==> config.mk <==
export PLATFORM = sky130hd
export DESIGN_NAME = demux1x2_tdm_rx
export DESIGN_NICKNAME = d
export VERILOG_FILES = /design/src/rtl/demux1x2_tdm_rx.sv
export SDC_FILE = /design/constraint.sdc
export NUM_CORES = 1
export LEC_CHECK = 0
export ABC_CLOCK_PERIOD_IN_PS = 2350
export BUFFER_PORTS_ARGS = -buffer_cell sky130_fd_sc_hd__buf_4
export CAP_MARGIN = 5
export CORE_MARGIN = 8
export CORE_UTILIZATION = 41
export DETAILED_ROUTE_END_ITERATION = 16
export PLACE_DENSITY = 0.74
export SKIP_CTS_REPAIR_TIMING = 1
export SLEW_MARGIN = 5
export SYNTH_ARGS = -nofsm -noshare
export SYNTH_HDL_FRONTEND = slang
export SYNTH_SLANG_ARGS = --single-unit
==> constraint.sdc <==
create_clock -name clk -period 2.35 [get_ports clk]
set_clock_uncertainty 0.15 [all_clocks]
set_input_delay 0 -clock clk [delete_from_list [all_inputs] [get_ports clk]]
set_output_delay 0 -clock clk [all_outputs]
set_load 0.005 [all_outputs]
==> src/rtl/demux1x2_tdm_rx.sv <==
// 1-to-2 time-division demultiplexer: locks onto sync-marked channel-0 slots and
// delivers each completed (ch0, ch1) pair on registered outputs with a valid strobe.
module demux1x2_tdm_rx #(
    parameter int WIDTH = 1,
    parameter int CNT_W = 8
) (
    input  logic             clk,
    input  logic             rst_n,
    input  logic             in_valid,
    input  logic             in_sync,
    input  logic [WIDTH-1:0] in_data,
    output logic [WIDTH-1:0] y0,
    output logic [WIDTH-1:0] y1,
    output logic             out_valid,
    output logic             sync_err,
    output logic             locked,
    output logic [CNT_W-1:0] pair_cnt
);

    typedef enum logic [1:0] {
        HUNT = 2'd0,
        EXP1 = 2'd1,
        EXP0 = 2'd2
    } state_t;

    state_t           state;
    logic [WIDTH-1:0] hold0;

    always_ff @(posedge clk or negedge rst_n) begin
        if (!rst_n) begin
            state     <= HUNT;
            hold0     <= '0;
            y0        <= '0;
            y1        <= '0;
            out_valid <= 1'b0;
            sync_err  <= 1'b0;
            pair_cnt  <= '0;
        end else begin
            out_valid <= 1'b0;
            sync_err  <= 1'b0;
            if (in_valid) begin
                unique case (state)
                    HUNT: begin
                        if (in_sync) begin
                            hold0 <= in_data;
                            state <= EXP1;
                        end
                    end
                    EXP1: begin
                        if (in_sync) begin
                            // missing channel-1 slot: restart the pair on this sample
                            sync_err <= 1'b1;
                            hold0    <= in_data;
                        end else begin
                            y0        <= hold0;
                            y1        <= in_data;
                            out_valid <= 1'b1;
                            pair_cnt  <= pair_cnt + CNT_W'(1);
                            state     <= EXP0;
                        end
                    end
                    EXP0: begin
                        if (in_sync) begin
                            hold0 <= in_data;
                            state <= EXP1;
                        end else begin
                            sync_err <= 1'b1;
                            state    <= HUNT;
                        end
                    end
                    default: state <= HUNT;
                endcase
            end
        end
    end

    assign locked = (state != HUNT);

endmodule

==> impl_metrics.tcl, run 1 <==
set metrics [dict create \
    layout-drive-gt1-share 0.3210 \
    cts_buffers 3 \
    dp_hpwl_microns 874.8 \
    avgSynthCellArea_sq_um 11.76 \
    switching_power_uw 226.3 \
    die_y_microns 55.72 \
    start_util 0.4345 \
    ant_nets 0 \
    pwr-share-comb 0.257 \
    critical_path.startpoint_type "input port" \
    vias 495 \
    fin_total_pwr_uw 706.5 \
    slew_violations 0 \
    synth_most_common_cell "dfrtp_1" \
    hp-class "in2reg" \
    cpPeakStageDelay_ns 0.56 \
    slew-limit-headroom 0.5452 \
    cp.arrival_ns 1.73 \
    syn-num-nets 61 \
    ir_drop_uv 531.5 \
    synth-seq-cells 15 \
    via_per_inst 5.103 \
    power_frac_clock 0.211 \
    clkTransAtPathRegs_ns 0.09 \
    ys_warn_count 0 \
    gp_congestion 0.7107 \
    worst_pin_slew_ns 0.6800 \
    finalCritPeriodShare 0.7237 \
    synth_area_leader_cell "dfrtp_1" \
    critPathMaxFanout 9 \
    cp_slowest_cell "dlygate4sd3_1" \
    grt_antenna_before_repair 0 \
    multi_input_comb_area_sq_um 244.0 \
    nNetsFinal 88 \
    sw_frac_of_total 0.3203 \
    htree_levels 1 \
    track_usage 0.07874 \
    synth_top_area_share 0.5803 \
    setup_viol 0 \
    p_seq_frac 0.532 \
    grt_first_pass_wirelength_microns 1994 \
    fin_tns_setup_ns 0 \
    routed_wl_microns 1249 \
    clockBufferDepth 2 \
    die_x_microns 55.72 \
    cts_tree "built" \
    num_antenna_cells 0 \
    synth_ff_type "dfrtp_1" \
    synth_area_sq_um 646.9 \
    drtIter0Drc 7 \
    hold_viol_final 0 \
    grt_max_degree 16 \
    async_reset_ff_frac 1.000 \
    p_per_area_nw_per_um2 811.3 \
    critPathTopFamily "buffers and inverters" \
    p_int_uw 480.2 \
    grt_pass1_vias 472 \
    leakage_nw 0.4376 \
    row_count 14 \
    synth_cells 55 \
    synth.distinct_cells 20 \
    seq_area_sq_um 375.4 \
    max_freq_ghz 0.5880 \
    layout_min_cycle_time_ns 1.701 \
    cts.sinks 15 \
    drc 0 \
    areaGrowthSynthToFinish_pct 34.62 \
    outcome "finished clean" \
    required_ns 2.38 \
    wl_per_cell_microns 12.88 \
    synthTopCellsByCount "dfrtp_1 (15), nand2_1 (12), xnor2_1 (4)" \
    max_cap_viol_count 0 \
    synth_edf_count 0 \
    seq_area_frac_synth 0.5803 \
    core_sq_um 1489 \
    path_cells "dlygate4sd3_1 -> buf_4 -> nand4bb_1 -> inv_6 -> nand4_1 -> xnor2_1" \
    overflow 0 \
    path_buf_inv 3 \
    rsz0062_at_grt "false" \
    dr.pass1.iters 3 \
    worst_skew_pair.late_latency_ns 0.29 \
    io_buffers 17 \
    pin_count 18 \
    synth_area_leaders "dfrtp_1 (58%), nand2_1 (7.0%), xnor2_1 (5.4%), xor2_1 (4.1%), nor3_2 (3.1%)" \
    fill_cells 125 \
    dieArea_sq_um 3105 \
    cp-end-kind "flip-flop" \
    root_buffer "clkbuf_4" \
    critPathKind "in2reg" \
]
flip-flops by register name, summed over array words and instances, names as in the netlist:
name	flops
hold0	1
out_valid	1
pair_cnt	8
y0	1
state	2
sync_err	1
y1	1
logic make-up after synthesis:
group | synth area share
and+or+nand+nor | 0.2070
DFF | 0.5803
xor gates and xnor gates | 0.09478
AOI/OAI and AO/OA | 0.03869
buffers and inverters | 0.04256
muxes | 0.01741
adders and majority gates | 0.01934
area by class of cell:
cell class              instances  area share
repair buffers                 23      0.2155
flip-flops and latches         15      0.4310
clock buffers                   3     0.02586
well taps                      16     0.02299
inverters                       3     0.01868
clock inverters                 1    0.005747
multi-input cells              36      0.2802
placed cells by master (no fill, tap or decap), drive strengths merged, types with 2 or more instances in the layout:
cell         count
clkbuf           3
o21ai            2
nand3            2
nand2           12
buf             17
dfrtp           15
xor2             3
dlygate4sd3      6
xnor2            4
inv              3
nor3             2
nand4            3
layer usage:
metal / vias up / GRT usage / routed length (microns)
li1: 241 / - / -
met1: 240 / 0.08190 / 523
met5: - / 0 / 0
met4: 0 / 0.05282 / 24
met3: 3 / 0.03653 / 76
met2: 11 / 0.1234 / 625
per-stage QoR:
stage	utilization	setup WS (ns)	instance area, sq um	std cells	hold WS [ns]
after global placement	0.5261	0.7485	783.3	87	-0.2879
after CTS	0.5445	0.6793	810.8	91	-0.6024
final	0.5849	0.6493	870.8	97	0.3008
after floorplan	-	1.095	646.9	55	-0.4456
after global routing	0.5849	0.5475	870.8	97	0.3276
after detailed placement	0.5261	0.6995	783.3	87	-0.2853
power groups by stage:
| stage | registers, mW | clock network [mW] | logic [mW] |
|---|---|---|---|
| 3_5_place_dp | 0.381 | 0 | 0.177 |
| 4_1_cts | 0.376 | 0.151 | 0.178 |
| 3_3_place_gp | 0.379 | 0 | 0.173 |
| 2_1_floorplan | 0.377 | 0 | 0.0735 |
| 6_report | 0.376 | 0.149 | 0.182 |
| 5_1_grt | 0.386 | 0.162 | 0.203 |
worst paths after layout:
kind	startpoint	endpoint	slack (ns)	depth (start not counted)
max	in_sync	pair_cnt[4]	0.65	6
min	in_data	y1	0.30	4
max reg2reg	state[0]	state[0]	0.66	4
min reg2reg	pair_cnt[7]	pair_cnt[7]	0.32	1
max in group asynchronous	rst_n	pair_cnt[3]	0.96	3
min in group asynchronous	rst_n	hold0	0.66	3
worst reg2reg max path, stage by stage (launching register included):
cell and delay, ns:
dfrtp_1 0.39, inv_1 0.08, o211ai_1 0.23, o21ai_0 0.15, dlygate4sd3_1 0.58
Power figures use the tool's default switching activity.
==> run 2, diff against run 1 <==
ABC_CLOCK_PERIOD_IN_PS = 1600   (was 2350)
clock period = 1.6 ns   (was 2.35 ns; I/O delays follow)
==> impl_metrics.tcl, run 2 (synthesis results as in run 1) <==
set metrics [dict create \
    leakage_nw 0.4370 \
    fill_cells 116 \
    areaGrowthSynthToFinish_pct 34.24 \
    wl_per_cell_microns 12.67 \
    largest_reg_flops 8 \
    ant_nets 0 \
    fin_total_pwr_mw 1.029 \
    layout_commonest_cell "buf_4" \
    instances_no_fill 97 \
    finalCritPeriodShare 0.8684 \
    fin_tns_setup_ns 0 \
    largestRegisters "pair_cnt: 8 flops, state: 2 flops" \
    drc 0 \
    min_from "in_data" \
    worst_pin_slew_ns 0.6698 \
    start_util 0.4345 \
    hold_path_depth 4 \
    max_freq_ghz 0.7197 \
    overflow 0 \
    num_antenna_cells 0 \
    critPathMaxFanout 15 \
    die_x_microns 55.72 \
    design_area_sq_um 868.3 \
    htree_levels 1 \
    grt_pass1_vias 503 \
    layout-drive-gt1-share 0.3333 \
    dieArea_sq_um 3105 \
    rr_worst_depth 4 \
    place_area_sq_um 790.8 \
    hold-path-endpoint "y1" \
    dp_hpwl_microns 938 \
    nNetsFinal 88 \
    max_cap_viol_count 0 \
    critPathKind "in2async" \
    cp-end-kind "async pin" \
    multi_input_comb_area_sq_um 244.0 \
    rr_startpoint "state[1]" \
    grt_first_pass_wirelength_microns 2090 \
    hp-class "in2reg" \
    cts_tree "built" \
    worst_slack_ns 0.2106 \
    r2r_slack_ns 0.25 \
    worst_skew_pair.late_latency_ns 0.28 \
    critical_path.startpoint_type "input port" \
    hold_viol_final 0 \
    required_ns 1.81 \
    layout_common_cells "buf_4 (18), dfrtp_1 (15), nand2_1 (12)" \
    track_usage 0.07906 \
    dr.pass1.iters 3 \
    cts_buffers 3 \
    root_buffer "clkbuf_4" \
    row_count 14 \
    cp.arrival_ns 1.60 \
    io_buffers 17 \
    clkTransAtPathRegs_ns 0.09 \
    layout_min_cycle_time_ns 1.389 \
    holdWs_ns 0.3021 \
    setup_viol 0 \
    pin_count 18 \
    place_inst 88 \
    gp_congestion 0.7181 \
    post-place-ws_ns 0.2566 \
    final_util 0.5832 \
    ir_drop_uv 623.7 \
    cts.sinks 15 \
    clockBufferDepth 2 \
    regToRegEndpoint "pair_cnt[5]" \
    slew-limit-headroom 0.5520 \
    drtIter0Drc 8 \
    grt_antenna_before_repair 0 \
    outcome "finished clean" \
    vias 474 \
    slew_violations 0 \
    top_register "pair_cnt" \
    die_y_microns 55.72 \
    seq_area_sq_um 375.4 \
    grt_max_degree 16 \
    rsz0062_at_grt "false" \
    p_per_area_nw_per_um2 1185 \
    core_sq_um 1489 \
    via_per_inst 4.887 \
    routed_wl_microns 1229 \
]
-- run 2: changes by cell type in the layout (fill, tap and decap cells not counted), sizes merged --
cell	before	now
buf	17	18
dlygate4sd3	6	5
-- run 2: report_power, final --
group          switching [mW]  leakage (nW)  internal [mW]
clock network           0.125        0.0177         0.0928
registers              0.0969         0.196          0.453
logic                   0.104         0.223          0.157
total                   0.325         0.437          0.704
-- run 2: worst max-delay path by stage --
stage | startpoint | to | slack [ns]
finish | rst_n | pair_cnt[3] | 0.21
global route | rst_n | pair_cnt[4] | 0.05
CTS | state[1] | pair_cnt[5] | 0.24
detailed placement | state[1] | pair_cnt[6] | 0.26
global placement | state[1] | pair_cnt[6] | 0.29
floorplan | state[1] | pair_cnt[4] | 0.34
-- run 2: critical path, stage by stage --
cell and delay [ns]:
dlygate4sd3_1 0.52, buf_4 0.09, dlygate4sd3_1 0.98
-- run 2: final cells by class --
cell class              instances  share of cell area
inverters                       3             0.01873
flip-flops and latches         15              0.4323
well taps                      16             0.02305
repair buffers                 23              0.2133
clock inverters                 1            0.005764
multi-input cells              36              0.2810
clock buffers                   3             0.02594
-- run 2: metal layers --
metal,share of wire,up-vias,track usage
met5,0,-,0
met1,0.43,228,0.08673
met2,0.53,8,0.1362
met4,0,0,0.03169
met3,0.037,0,0.02511
li1,-,238,-
